--- src/rtl/fetch_pkg.sv ---
// Shared definitions for the instruction fetch unit.
//   XLEN      : architectural word width
//   NOP_INST  : canonical nop (addi x0, x0, 0), used as the reset head
//               instruction and as the payload of misaligned-fetch entries
//   fetch_entry_t : one fetch buffer entry {pc, inst, misaligned}
package fetch_pkg;

  localparam int XLEN = 32;
  localparam logic [XLEN-1:0] NOP_INST = 32'h0000_0013;

  typedef struct packed {
    logic [XLEN-1:0] pc;
    logic [XLEN-1:0] inst;
    logic            misaligned;
  } fetch_entry_t;

  localparam int ENTRY_W = $bits(fetch_entry_t);

  localparam fetch_entry_t ENTRY_RST = '{pc: '0, inst: NOP_INST, misaligned: 1'b0};

endpackage

--- src/rtl/fetch_fifo.sv ---
// Small shifting FIFO used both as the fetch buffer and as the in-flight
// request address queue.  Entry 0 is always the head, so the head output is
// a plain register.  When the FIFO drains (or is cleared) the head register
// keeps its last contents instead of exposing stale storage.
//   clk, rst   : clock, asynchronous active-high reset (data -> RST_VAL)
//   clr        : synchronous clear of the occupancy; data is held
//   push       : write push_data behind the current tail
//   pop        : drop the head (ignored when empty)
//   head       : current head entry
//   count      : occupancy, 0..DEPTH
module fetch_fifo #(
  parameter int DEPTH = 2,
  parameter int WIDTH = 32,
  parameter logic [WIDTH-1:0] RST_VAL = '0,
  localparam int CW = $clog2(DEPTH + 1)
) (
  input  logic             clk,
  input  logic             rst,
  input  logic             clr,
  input  logic             push,
  input  logic [WIDTH-1:0] push_data,
  input  logic             pop,
  output logic [WIDTH-1:0] head,
  output logic [CW-1:0]    count
);

  logic [WIDTH-1:0] mem     [DEPTH];
  logic [WIDTH-1:0] mem_nxt [DEPTH];
  logic             pop_eff;
  logic [CW-1:0]    wr_idx;

  assign head = mem[0];

  always_comb begin
    pop_eff = pop && (count != '0);
    // After a pop the tail slot moves down by one.
    wr_idx  = pop_eff ? count - CW'(1) : count;
    mem_nxt = mem;
    // Shift only while something remains behind the head; popping the last
    // entry leaves the head register untouched.
    if (pop_eff && (count > CW'(1))) begin
      for (int i = 0; i < DEPTH - 1; i++) begin
        mem_nxt[i] = mem[i + 1];
      end
    end
    if (push) begin
      for (int i = 0; i < DEPTH; i++) begin
        if (CW'(i) == wr_idx) begin
          mem_nxt[i] = push_data;
        end
      end
    end
  end

  always_ff @(posedge clk or posedge rst) begin
    if (rst) begin
      count <= '0;
      for (int i = 0; i < DEPTH; i++) begin
        mem[i] <= RST_VAL;
      end
    end else if (clr) begin
      count <= '0;
    end else begin
      mem   <= mem_nxt;
      count <= count + CW'(push) - CW'(pop_eff);
    end
  end

`ifndef SYNTHESIS
  always @(posedge clk) begin
    if (!rst && !clr) begin
      assert (!(push && !pop_eff && (count == CW'(DEPTH))))
        else $error("fetch_fifo: push into full fifo");
      assert (!(pop && (count == '0)))
        else $error("fetch_fifo: pop from empty fifo");
    end
  end
`endif

endmodule

--- src/rtl/fetch_unit.sv ---
// Instruction fetch unit: issues word fetches at the current pc under a
// credit scheme, buffers returned instructions for decode, and handles
// redirects (flush) by dropping responses that were already in flight.
//   DEPTH          : buffer entries / max in-flight requests (2..4)
//   clk, rst       : clock, asynchronous active-high reset
//   pc, pc_en      : PC register value and its write enable
//   flush          : redirect from execute (PC mux selects the target)
//   imem_req_*     : request valid/addr/ready
//   imem_rsp_*     : in-order response valid/data
//   if_*           : head of the fetch buffer toward decode
//   id_ready       : decode accepts the head
module fetch_unit
  import fetch_pkg::*;
#(
  parameter int DEPTH = 2
) (
  input  logic            clk,
  input  logic            rst,
  input  logic [XLEN-1:0] pc,
  output logic            pc_en,
  input  logic            flush,
  output logic            imem_req_valid,
  output logic [XLEN-1:0] imem_req_addr,
  input  logic            imem_req_ready,
  input  logic            imem_rsp_valid,
  input  logic [XLEN-1:0] imem_rsp_data,
  output logic            if_valid,
  output logic [XLEN-1:0] if_pc,
  output logic [XLEN-1:0] if_inst,
  input  logic            id_ready,
  output logic            if_misaligned
);

  localparam int CW = $clog2(DEPTH + 1);
  localparam int SW = CW + 2;

  logic [CW-1:0]   buf_count;
  logic [CW-1:0]   aq_count;
  logic [CW-1:0]   discard;
  logic            halt;
  fetch_entry_t    head;
  fetch_entry_t    buf_wdata;
  logic [XLEN-1:0] aq_head;
  logic [SW-1:0]   in_use;
  logic            credit;
  logic            pc_misaligned;
  logic            issue_ok;
  logic            accepted;
  logic            mis_wr;
  logic            rsp_live;
  logic            rsp_any;
  logic            buf_push;
  logic            buf_pop;

  // Every buffer slot is either occupied, owed to a live request, or owed to
  // a request whose response will be dropped.
  assign in_use        = SW'(buf_count) + SW'(aq_count) + SW'(discard);
  assign credit        = in_use < SW'(DEPTH);
  assign pc_misaligned = pc[1:0] != 2'b00;
  assign issue_ok      = !flush && !rst && !halt && credit;

  assign imem_req_valid = issue_ok && !pc_misaligned;
  assign imem_req_addr  = pc;
  assign accepted       = imem_req_valid && imem_req_ready;
  assign pc_en          = !rst && (accepted || flush);

  // The misaligned entry waits until all older live fetches have landed so
  // the buffer stays in program order; this also keeps it from colliding
  // with a response write.
  assign mis_wr   = issue_ok && pc_misaligned && (aq_count == '0);
  assign rsp_live = imem_rsp_valid && (discard == '0) && (aq_count != '0);
  assign rsp_any  = imem_rsp_valid && ((discard != '0) || (aq_count != '0));
  assign buf_push = !flush && (rsp_live || mis_wr);

  always_comb begin
    if (mis_wr) begin
      buf_wdata = '{pc: pc, inst: NOP_INST, misaligned: 1'b1};
    end else begin
      buf_wdata = '{pc: aq_head, inst: imem_rsp_data, misaligned: 1'b0};
    end
  end

  assign if_valid      = buf_count != '0;
  assign buf_pop       = if_valid && id_ready;
  assign if_pc         = head.pc;
  assign if_inst       = head.inst;
  assign if_misaligned = head.misaligned;

  fetch_fifo #(
    .DEPTH   (DEPTH),
    .WIDTH   (ENTRY_W),
    .RST_VAL (ENTRY_RST)
  ) u_buf (
    .clk       (clk),
    .rst       (rst),
    .clr       (flush),
    .push      (buf_push),
    .push_data (buf_wdata),
    .pop       (buf_pop),
    .head      (head),
    .count     (buf_count)
  );

  fetch_fifo #(
    .DEPTH   (DEPTH),
    .WIDTH   (XLEN),
    .RST_VAL ('0)
  ) u_addrq (
    .clk       (clk),
    .rst       (rst),
    .clr       (flush),
    .push      (accepted),
    .push_data (pc),
    .pop       (rsp_live),
    .head      (aq_head),
    .count     (aq_count)
  );

  always_ff @(posedge clk or posedge rst) begin
    if (rst) begin
      discard <= '0;
      halt    <= 1'b0;
    end else if (flush) begin
      // Everything still owed becomes discard, except a response that is
      // landing right now (it is dropped this cycle).
      discard <= discard + aq_count - CW'(rsp_any);
      halt    <= 1'b0;
    end else begin
      if (imem_rsp_valid && (discard != '0)) begin
        discard <= discard - CW'(1);
      end
      if (mis_wr) begin
        halt <= 1'b1;
      end
    end
  end

`ifndef SYNTHESIS
  always @(posedge clk) begin
    if (!rst) begin
      assert (!(imem_rsp_valid && !rsp_any))
        else $error("fetch_unit: response with no request in flight");
      assert (in_use <= SW'(DEPTH))
        else $error("fetch_unit: credit counters overflow");
    end
  end
`endif

endmodule

--- config.mk ---
export PLATFORM = sky130hd
export DESIGN_NAME = fetch_unit
export DESIGN_NICKNAME = d
export VERILOG_FILES = /design/src/rtl/fetch_pkg.sv /design/src/rtl/fetch_fifo.sv /design/src/rtl/fetch_unit.sv
export SDC_FILE = /design/constraint.sdc
export NUM_CORES = 1
export LEC_CHECK = 0
export CAP_MARGIN = 25
export CELL_PAD_IN_SITES_DETAIL_PLACEMENT = 1
export CELL_PAD_IN_SITES_GLOBAL_PLACEMENT = 1
export CORE_ASPECT_RATIO = 0.5
export CORE_UTILIZATION = 46
export CTS_BUF_LIST = sky130_fd_sc_hd__clkbuf_16
export DETAILED_ROUTE_END_ITERATION = 10
export PLACE_DENSITY = 0.89
export SYNTH_ARGS = -nofsm -noshare
export SYNTH_HDL_FRONTEND = slang
export SYNTH_SLANG_ARGS = --single-unit
--- constraint.sdc ---
create_clock -name clk -period 17 [get_ports clk]
set_clock_uncertainty 0.1 [all_clocks]
set_input_delay 2.55 -clock clk [delete_from_list [all_inputs] [get_ports clk]]
set_output_delay 2.55 -clock clk [all_outputs]
set_load 0.01 [all_outputs]
==> results of run 1 <==
metal layers:
layer | GRT usage | up-vias | routed length, um | share of wire
met5 | 0 | - | 0 | 0
met4 | 0.06740 | 0 | 552 | 0.020
met3 | 0.04094 | 46 | 968 | 0.035
met2 | 0.4320 | 130 | 14280 | 0.52
met1 | 0.2839 | 3749 | 11800 | 0.43
li1 | - | 3267 | - | -
through the flow:
step                      cell area [um^2]  hold slack, ns  std cells
after floorplan                      10610          0.3562        950
after global placement               11780          0.3687       1274
after detailed placement             11800          0.3719       1275
after CTS                            12390          0.3944       1310
after global routing                 12440          0.4191       1312
final                                12440          0.3939       1312
tightest hold or removal path, stage by stage (launching register included):
cell and delay (ns):
dfstp_2 0.36, inv_1 0.06, mux2i_1 0.07
registers in the layout, summed over array words and instances (netlist names):
name           flops
u_buf.head        65
u_buf.mem         65
u_addrq.head      32
u_addrq.mem       32
discard            2
u_addrq.count      2
u_buf.count        2
halt               1
layout make-up:
class                   instances  share of cell area
inverters                      78             0.02414
well taps                     300             0.03017
multi-input cells             515              0.3450
clock inverters                15            0.007744
clock buffers                  20             0.04023
flip-flops and latches        201              0.4049
repair buffers                183              0.1478
power breakdown:
part           internal (W)  switching (W)
clock network      0.000229       0.000190
logic              0.000326       0.000349
registers          0.000650       0.000116
total               0.00121       0.000656
logic make-up (layout without fill, tap and decap cells):
family,Yosys count,after routing
and+or+nand+nor,161,161
adders and majority gates,14,14
xor gates and xnor gates,8,8
muxes,254,254
buffers and inverters,234,296
DFF,201,201
AOI/OAI and AO/OA,78,78
synthesized netlist by cell type, types with 2 or more instances:
master / number / area (um^2)
buf_2: 19 / 95.09
mux2_2: 30 / 337.8
inv_1: 78 / 292.8
nor4_4: 2 / 42.54
nand3_1: 31 / 155.2
dfstp_2: 6 / 157.7
nand2_1: 32 / 120.1
xnor2_1: 6 / 52.55
xor2_1: 2 / 17.52
buf_6: 5 / 56.30
dfrtp_1: 195 / 4880
ha_1: 13 / 162.7
o21ai_1: 5 / 25.02
o21ai_0: 25 / 125.1
nand2b_1: 4 / 25.02
o211ai_1: 29 / 217.7
buf_4: 107 / 803.3
clkbuf_1: 22 / 82.58
nand4_1: 29 / 181.4
nor2_1: 47 / 176.4
and3_1: 2 / 12.51
a21oi_1: 5 / 25.02
o221a_2: 3 / 33.78
nor2b_1: 6 / 37.54
and2_1: 2 / 12.51
buf_1: 2 / 7.510
mux2i_1: 224 / 2242
worst max path at each step:
stage,startpoint,end,slack (ns),cells after the start
2_1_floorplan,rst,discard[0]$_DFFE_PP0P_,8.88,1
3_3_place_gp,rst,pc_en,9.84,5
3_5_place_dp,rst,pc_en,9.77,5
4_1_cts,rst,pc_en,9.76,5
5_1_grt,rst,pc_en,9.69,5
6_report,rst,pc_en,9.77,5
==> out/qor.csv, run 1 <==
stage,metric,value,unit
status,outcome,"finished, final reports clean",
global_route,antenna_found_initial,0,
cells_and_area,mostFrequentLayoutCell,mux2i_1,
timing,slew_violations,0,
route,vias_per_cell,5.482,
die,core-area,22160,um^2
cells_and_area,area_growth,17.21,%
synth,yosysWarnings,0,
setup_path,path_common_cell,clkdlybuf4s50_1,
synth,synth-seq-area-share,0.4746,
setup_path,r2r-start,u_buf.count[1]$_DFF_PP0_,
global_route,first_global_vias,8072,
route,avgRoutedWirePerCell,21.04,um
cells_and_area,fin_util,0.5615,
setup_path,worst_setup_path_start_kind,primary input,
cells_and_area,regArea,5037,um^2
route,vias,7192,
route,drt-total-wl,27600,um
route,drcViolationCount,0,
setup_path,critPathMaxStageDelay,0.57,ns
cts,clock_latency,0.52,ns
cts,h-tree-depth,1,
setup_path,r2r_end,u_buf.mem[34]$_DFFE_PP0P_,
power,p_leak,5.688,nW
cts,ctsLongestPathBuffers,3,
synth,syn_area_per_cell,11.17,um^2
cells_and_area,nFillCells,2295,
die,rows,38,
route,antenna_left,0,
timing,max_freq,138.3,MHz
worst_hold_path,hold_path_class,register to register,
cts,post_cts_resized,0,
timing,finalSetupViolations,0,
cells_and_area,final_nets,1083,
cts,cts_buffers,20,
setup_path,path_delay_family,buffers and inverters,
setup_path,worstSetupPathType,primary input to output pin,
setup_path,crit_slowest_cell,clkdlybuf4s50_1,
synth,synth_edf_count,0,
global_route,grt_pass1_wl,43640,um
route,detail_route.first_pass.iterations,4,
power,power_density,149.6,nW/um^2
global_route,grt-ovfl-total,0,
cells_and_area,final_cell_mix,"224 x mux2i_1, 195 x dfrtp_1, 168 x clkdlybuf4s50_1",
synth,synth_mux_area_frac,0.2431,
cells_and_area,multi_input_area,4292,um^2
job,maxCapViolCount,0,
synth,ys_async_sr_fraction,1.000,
timing,hold_violations,0,
cells_and_area,insertedDiodeCount,0,
die,die_area,23720,um^2
setup_path,r2r_setup_slack,12.73,ns
synth,syn_area,10610,um^2
setup_path,path_cells,"clkdlybuf4s50_1, nor4_4, nand4_4, a21oi_1, clkdlybuf4s50_1",
timing,period_share,0.4254,
setup_path,end_kind,output pin,
synth,yosys_register_bits,201,
global_route,grt_max_degree,128,
die,io_pins,170,
worst_hold_path,hold_path_end,u_buf.mem[1]$_DFFE_PP1P_,
setup_path,cp_max_fo,5,
synth,synthAdderAreaFrac,0.01721,
cts,root_buffer,clkbuf_16,
power,power.total,0.001861,W
synth,yosys.area_share.simple,0.07969,
global_route,grt_use_total,0.2342,
placed_design,hpwl,17420,um
timing,finalSetupTns,0,ns
synth,synth_top_family_by_area,multiplexers,
setup_path,critPathRequiredTime,14.35,ns
power,vdd_drop_max,0.00006956,V
timing,tightest_slew,1.047,ns
synth,synth_compound_area_frac,0.05140,
placed_design,numPortBuffers,169,
synth,synth_fp_nets,1034,
timing,rsz0062_at_grt,false,
synth,synth_xor_area_frac,0.006601,
die,die_x,216.8,um
synth,synth.distinct_cells,46,
die,initial_core_util,0.4790,
setup_path,cp.arrival,4.58,ns
worst_hold_path,holdPathStages,2,
setup_path,reg2regPathDepth,9,
timing,finalCriticalPeriod,7.232,ns
timing,relSlewSlack,0.3020,
cts,clkSinkCount,201,
cts,cts_setup_buffers,0,
cts,clk_pin_slew_worst_paths,0.06,ns
cts,cts_tree,done,
die,die_y,109.4,um
setup_path,critPathBufInv,2,
placed_design,place_ws,9.766,ns
worst_hold_path,min_from,u_buf.mem[1]$_DFFE_PP1P_,
synth,synth_top_flop_cell,dfrtp_1,
placed_design,place_congestion,0.8193,
timing,finalWorstSetupSlack,9.768,ns
cts,cts_hold_buf,0,
synth,netlist_instances,950,
route,drtIter0Drc,382,
cells_and_area,drive_above_1_share,0.09387,
Power figures use the tool's default switching activity.
==> run 2: changes to the inputs <==
--- a/config.mk
+++ b/config.mk
@@ -9,10 +9,10 @@
 export CELL_PAD_IN_SITES_DETAIL_PLACEMENT = 1
 export CELL_PAD_IN_SITES_GLOBAL_PLACEMENT = 1
 export CORE_ASPECT_RATIO = 0.5
-export CORE_UTILIZATION = 46
+export CORE_UTILIZATION = 39
 export CTS_BUF_LIST = sky130_fd_sc_hd__clkbuf_16
 export DETAILED_ROUTE_END_ITERATION = 10
-export PLACE_DENSITY = 0.89
+export PLACE_DENSITY = 0.8
 export SYNTH_ARGS = -nofsm -noshare
 export SYNTH_HDL_FRONTEND = slang
 export SYNTH_SLANG_ARGS = --single-unit
==> constraint.sdc (replaced) <==
create_clock -name clk -period 6.63 [get_ports clk]
set_clock_uncertainty 0.1 [all_clocks]
set_input_delay 0.9945 -clock clk [delete_from_list [all_inputs] [get_ports clk]]
set_output_delay 0.9945 -clock clk [all_outputs]
set_load 0.01 [all_outputs]
==> run 2 against run 1 <==
Total power grew to 2.6 times the previous value. Via count shrank 0.26%. Wire length shrank 1.6%. Sequential power grew to 2.6 times the previous value. Sequential share of layout area down 0.34 points. Cell count grew 4.1%. Cell area rose by 0.83%. Clock power rose to 2.6 times the previous value. Count of clock-buffer cells in the layout rose by 1. Global-route usage down 4.0 points. Largest power group unchanged.
==> out/qor.csv, run 2 (synthesis gave the netlist of run 1 again) <==
stage,metric,value,unit
cts,cts_setup_buffers,0,
global_route,grt-ovfl-total,0,
power,p_leak,5.698,nW
route,vias_per_cell,5.251,
cts,clk_pin_slew_worst_paths,0.06,ns
cts,cts_tree,done,
setup_path,worst_setup_path_start_kind,register,
placed_design,placed_cells,1327,
cells_and_area,final_nets,1085,
cells_and_area,area_growth,18.19,%
cts,clkSinkCount,201,
setup_path,end_kind,output pin,
placed_design,numPortBuffers,169,
timing,slew_violations,0,
cells_and_area,final_cell_mix,"224 x mux2i_1, 195 x dfrtp_1, 168 x clkdlybuf4s50_1",
power,power.total,0.004777,W
timing,period_share,0.6792,
cells_and_area,insertedDiodeCount,0,
placed_design,hpwl,16660,um
global_route,grt_pass1_wl,43750,um
worst_hold_path,hold_path_class,register to register,
global_route,grt_max_degree,141,
timing,finalCriticalPeriod,4.503,ns
global_route,first_global_vias,8156,
status,outcome,"finished, final reports clean",
placed_design,place_ws,2.343,ns
cts,h-tree-depth,1,
route,avgRoutedWirePerCell,19.88,um
power,power_density,380.8,nW/um^2
global_route,antenna_found_initial,0,
route,drcViolationCount,0,
route,detail_route.first_pass.iterations,4,
cts,ctsLongestPathBuffers,3,
cells_and_area,drive_above_1_share,0.09665,
power,p_sw_frac,0.3473,
cts,root_buffer,clkbuf_16,
die,io_pins,170,
die,rows,42,
cells_and_area,fin_util,0.4718,
global_route,grt_use_total,0.1940,
cts,cts_buffers,21,
power,p_int,0.003118,W
job,maxCapViolCount,0,
route,vias,7173,
route,drt-total-wl,27150,um
route,drtIter0Drc,371,
die,core-area,26590,um^2
timing,hold_violations,0,
cells_and_area,nFillCells,2812,
timing,rsz0062_at_grt,false,
placed_design,place_congestion,0.8377,
setup_path,cp_max_fo,5,
timing,tightest_slew,1.024,ns
die,die_area,27920,um^2
power,power_switching,0.001659,W
setup_path,worstSetupPathType,register to output pin,
die,die_y,118.7,um
timing,max_freq,222.1,MHz
cts,cts_hold_buf,0,
power,combPwrFrac,0.358,
cells_and_area,mostFrequentLayoutCell,mux2i_1,
cts,clock_latency,0.51,ns
timing,finalWorstSetupSlack,2.127,ns
timing,finalSetupTns,0,ns
timing,relSlewSlack,0.3172,
power,vdd_drop_max,0.0002062,V
cts,post_cts_resized,0,
die,initial_core_util,0.3992,
power,pwr-share-clk,0.230,
setup_path,cp.arrival,3.41,ns
route,antenna_left,0,
setup_path,critPathRequiredTime,5.54,ns
cells_and_area,finalNonFillerCells,1366,
power,seq_power_share,0.412,
timing,finalSetupViolations,0,
die,die_x,235.3,um
-- run 2: cell count changes in the layout (fill, tap and decap cells not counted) --
cell	previous run	this run
buf_12	2	3
clkbuf_16	20	21
clkinv_1	5	6
clkinv_2	1	2
clkinv_8	1	0
inv_1	84	82
inv_6	0	1
-- run 2: worst paths after layout --
path                                          start                           end  slack, ns  cells past startpoint
max in group asynchronous                       rst  u_addrq.head[12]$_DFFE_PP0N_       3.92                      4
setup reg to reg           u_buf.count[1]$_DFF_PP0_     u_buf.mem[32]$_DFFE_PP0P_       2.81                     10
setup / recovery           u_buf.count[1]$_DFF_PP0_                         pc_en       2.13                      8
hold reg to reg            u_buf.mem[1]$_DFFE_PP1P_      u_buf.mem[1]$_DFFE_PP1P_       0.39                      2
hold / removal             u_buf.mem[1]$_DFFE_PP1P_      u_buf.mem[1]$_DFFE_PP1P_       0.39                      2
min in group asynchronous                       rst              halt$_DFFE_PP0P_       0.91                      2
-- run 2: cell type report --
type	count	area, um^2	area share
inverters	78	300.3	0.02394
flip-flops and latches	201	5037	0.4016
repair buffers	184	1859	0.1482
clock inverters	15	90.09	0.007181
multi-input cells	515	4292	0.3421
well taps	352	440.4	0.03511
clock buffers	21	525.5	0.04189
-- run 2: worst max-delay path, cell delays in order (launching register included) --
cell,delay (ns)
dfrtp_1,0.50
inv_1,0.17
fa_1,0.55
inv_1,0.05
ha_1,0.28
nor2b_1,0.41
nand4_4,0.19
a21oi_1,0.20
clkdlybuf4s50_1,0.56
-- run 2: power by group through the flow --
stage / logic [W] / registers, W / clock network, W
finish: 0.00171 / 0.00197 / 0.00110
detailed placement: 0.00171 / 0.00198 / 0
CTS: 0.00173 / 0.00197 / 0.00114
floorplan: 0.00126 / 0.00187 / 0
global route: 0.00187 / 0.00201 / 0.00118
global placement: 0.00161 / 0.00195 / 0
-- run 2: stage by stage --
step,hold WS (ns),instance area (um^2)
after detailed placement,0.3860,11860
after global placement,0.3667,11840
after CTS,0.3964,12480
after floorplan,0.3562,10610
final,0.3907,12540
after global routing,0.4141,12540
-- run 2: per-layer routing --
metal	part of all wire	GRT usage
met5	0	0
met1	0.43	0.2346
met2	0.52	0.3514
met3	0.027	0.02710
met4	0.027	0.07312
==> run 3: changes to the inputs <==
--- a/config.mk
+++ b/config.mk
@@ -9,10 +9,10 @@
 export CELL_PAD_IN_SITES_DETAIL_PLACEMENT = 1
 export CELL_PAD_IN_SITES_GLOBAL_PLACEMENT = 1
 export CORE_ASPECT_RATIO = 0.5
-export CORE_UTILIZATION = 39
+export CORE_UTILIZATION = 43
 export CTS_BUF_LIST = sky130_fd_sc_hd__clkbuf_16
 export DETAILED_ROUTE_END_ITERATION = 10
-export PLACE_DENSITY = 0.8
+export PLACE_DENSITY = 0.84
 export SYNTH_ARGS = -nofsm -noshare
 export SYNTH_HDL_FRONTEND = slang
 export SYNTH_SLANG_ARGS = --single-unit
==> constraint.sdc (replaced) <==
create_clock -name clk -period 4.4 [get_ports clk]
set_clock_uncertainty 0.1 [all_clocks]
set_input_delay 0.66 -clock clk [delete_from_list [all_inputs] [get_ports clk]]
set_output_delay 0.66 -clock clk [all_outputs]
set_load 0.01 [all_outputs]
==> run 3 against run 2 <==
Non-clock buffer count grew 6. Die area shrank 9.2%. Cell count shrank 0.73%. Sequential power grew 50%. Flip-flop and latch count is the same. Hold slack lost 0.0032 ns. Global-route usage grew 2.4 points. Via count shrank 0.88%. Sequential share of layout area shrank 0.14 points. Clock power grew 55%. Highest routed layer unchanged. Utilization grew 5.0 points. Largest cell class unchanged.
==> out/qor.csv, run 3 (synthesis gave the netlist of run 1 again) <==
stage,metric,value,unit
timing,slew_violations,0,
timing,timing.hold.ws,0.3875,ns
setup_path,path_common_cell,inv_1,
timing,finalWorstSetupSlack,0.2550,ns
die,core-area,24120,um^2
power,p_leak,5.733,nW
route,detail_route.first_pass.iterations,4,
timing,period_share,0.9420,
setup_path,worstSetupPathType,register to output pin,
power,pwr-share-clk,0.235,
setup_path,r2r_end,u_buf.head[50]$_DFFE_PP0N_,
cts,clock_latency,0.51,ns
route,drcViolationCount,0,
worst_hold_path,min_from,u_buf.mem[5]$_DFFE_PP1P_,
setup_path,r2r-start,u_buf.count[1]$_DFF_PP0_,
cts,root_buffer,clkbuf_16,
job,maxCapViolCount,0,
setup_path,critPathMaxStageDelay,0.57,ns
cells_and_area,drive_above_1_share,0.1059,
power,p_sw_frac,0.3480,
power,power_switching,0.002525,W
global_route,grt-ovfl-total,0,
cts,cts_buffers,20,
cts,clkSinkCount,201,
timing,finalSetupViolations,0,
timing,max_freq,241.3,MHz
power,combPwrFrac,0.357,
power,power_density,576.2,nW/um^2
timing,finalSetupTns,0,ns
global_route,grt_max_degree,66,
cells_and_area,area_growth,18.60,%
route,drt-total-wl,26990,um
cells_and_area,mostFrequentLayoutCell,mux2i_1,
power,seq_power_share,0.408,
cts,ctsLongestPathBuffers,3,
cts,cts_setup_buffers,0,
setup_path,worst_setup_path_start_kind,register,
timing,rsz0062_at_grt,false,
global_route,first_global_vias,8032,
setup_path,critPathRequiredTime,3.64,ns
setup_path,crit_slowest_cell,clkdlybuf4s50_1,
placed_design,place_congestion,0.8001,
cts,h-tree-depth,1,
setup_path,critPathBufInv,3,
placed_design,numPortBuffers,169,
cells_and_area,final_nets,1090,
power,vdd_drop_max,0.0002478,V
route,vias_per_cell,5.243,
setup_path,cp.arrival,3.38,ns
cells_and_area,insertedDiodeCount,0,
power,p_int,0.004729,W
cts,cts_tree,done,
die,initial_core_util,0.4400,
cts,post_cts_resized,0,
global_route,grt_use_total,0.2181,
setup_path,r2r_setup_slack,0.92,ns
timing,hold_violations,0,
cts,cts_hold_buf,0,
die,die_x,224.2,um
route,drtIter0Drc,348,
die,die_y,113.1,um
placed_design,place_ws,0.7069,ns
timing,tightest_slew,0.8266,ns
worst_hold_path,hold_path_end,u_buf.mem[5]$_DFFE_PP1P_,
setup_path,reg2regPathDepth,9,
placed_design,hpwl,17340,um
worst_hold_path,holdPathStages,2,
status,outcome,"finished, final reports clean",
timing,relSlewSlack,0.4469,
global_route,antenna_found_initial,0,
cells_and_area,final_cell_mix,"224 x mux2i_1, 195 x dfrtp_1, 168 x clkdlybuf4s50_1",
route,vias,7110,
route,avgRoutedWirePerCell,19.90,um
setup_path,end_kind,output pin,
setup_path,cp_max_fo,5,
cts,clk_pin_slew_worst_paths,0.07,ns
die,rows,40,
setup_path,path_delay_family,adder cells,
die,die_area,25350,um^2
timing,finalCriticalPeriod,4.145,ns
worst_hold_path,hold_path_class,register to register,
die,io_pins,170,
global_route,grt_pass1_wl,43860,um
setup_path,path_cells,"inv_1, fa_1, inv_1, ha_1, nor2b_1, nand4_4, a21oi_1, clkdlybuf4s50_1",
route,antenna_left,0,
[run 3: through the flow]
step                std cells  total power [W]    util  instance area, um^2
global placement         1319         0.005389  0.4942                11920
global route             1356         0.007700  0.5218                12590
detailed placement       1319         0.005567  0.4942                11920
finish                   1356         0.007254  0.5218                12590
floorplan                 950         0.004725       -                10620
CTS                      1355         0.007346  0.5210                12570
[run 3: worst max path at each step]
| stage | startpoint | endpoint | slack (ns) | cells past startpoint |
|---|---|---|---|---|
| floorplan | rst | discard[0]$_DFFE_PP0P_ | 1.04 | 1 |
| global placement | imem_rsp_valid | u_buf.head[5]$_DFFE_PP1N_ | 0.77 | 7 |
| detailed placement | imem_rsp_valid | u_buf.head[2]$_DFFE_PP1N_ | 0.71 | 7 |
| CTS | u_buf.count[1]$_DFF_PP0_ | pc_en | 0.21 | 8 |
| global route | u_buf.count[1]$_DFF_PP0_ | pc_en | 0.1 | 8 |
| finish | u_buf.count[1]$_DFF_PP0_ | pc_en | 0.26 | 8 |
[run 3: final cells by class]
class,count,area [um^2]
repair buffers,190,1897
fillers,2556,11530
clock buffers,20,500.5
multi-input cells,515,4292
clock inverters,16,145.1
well taps,336,420.4
inverters,78,296.5
flip-flops and latches,201,5037
[run 3: power groups by stage]
| stage | logic (W) | registers [W] | clock network (W) |
|---|---|---|---|
| after floorplan | 0.00190 | 0.00282 | 0 |
| after global placement | 0.00245 | 0.00294 | 0 |
| after detailed placement | 0.00258 | 0.00299 | 0 |
| after CTS | 0.00263 | 0.00296 | 0.00175 |
| after global routing | 0.00285 | 0.00303 | 0.00182 |
| final | 0.00259 | 0.00296 | 0.00171 |
[run 3: routing by layer]
layer | vias to the layer above | wire [um] | share of wire | GRT usage
met2 | 115 | 14040 | 0.52 | 0.3988
met3 | 40 | 868 | 0.032 | 0.03350
met4 | 0 | 575 | 0.021 | 0.05351
met1 | 3692 | 11500 | 0.43 | 0.2714
li1 | 3263 | - | - | -
met5 | - | 0 | 0 | 0
[run 3: tightest hold or removal path: stages, from the launching register on]
cell	delay [ns]
dfstp_2	0.36
inv_1	0.06
mux2i_1	0.06
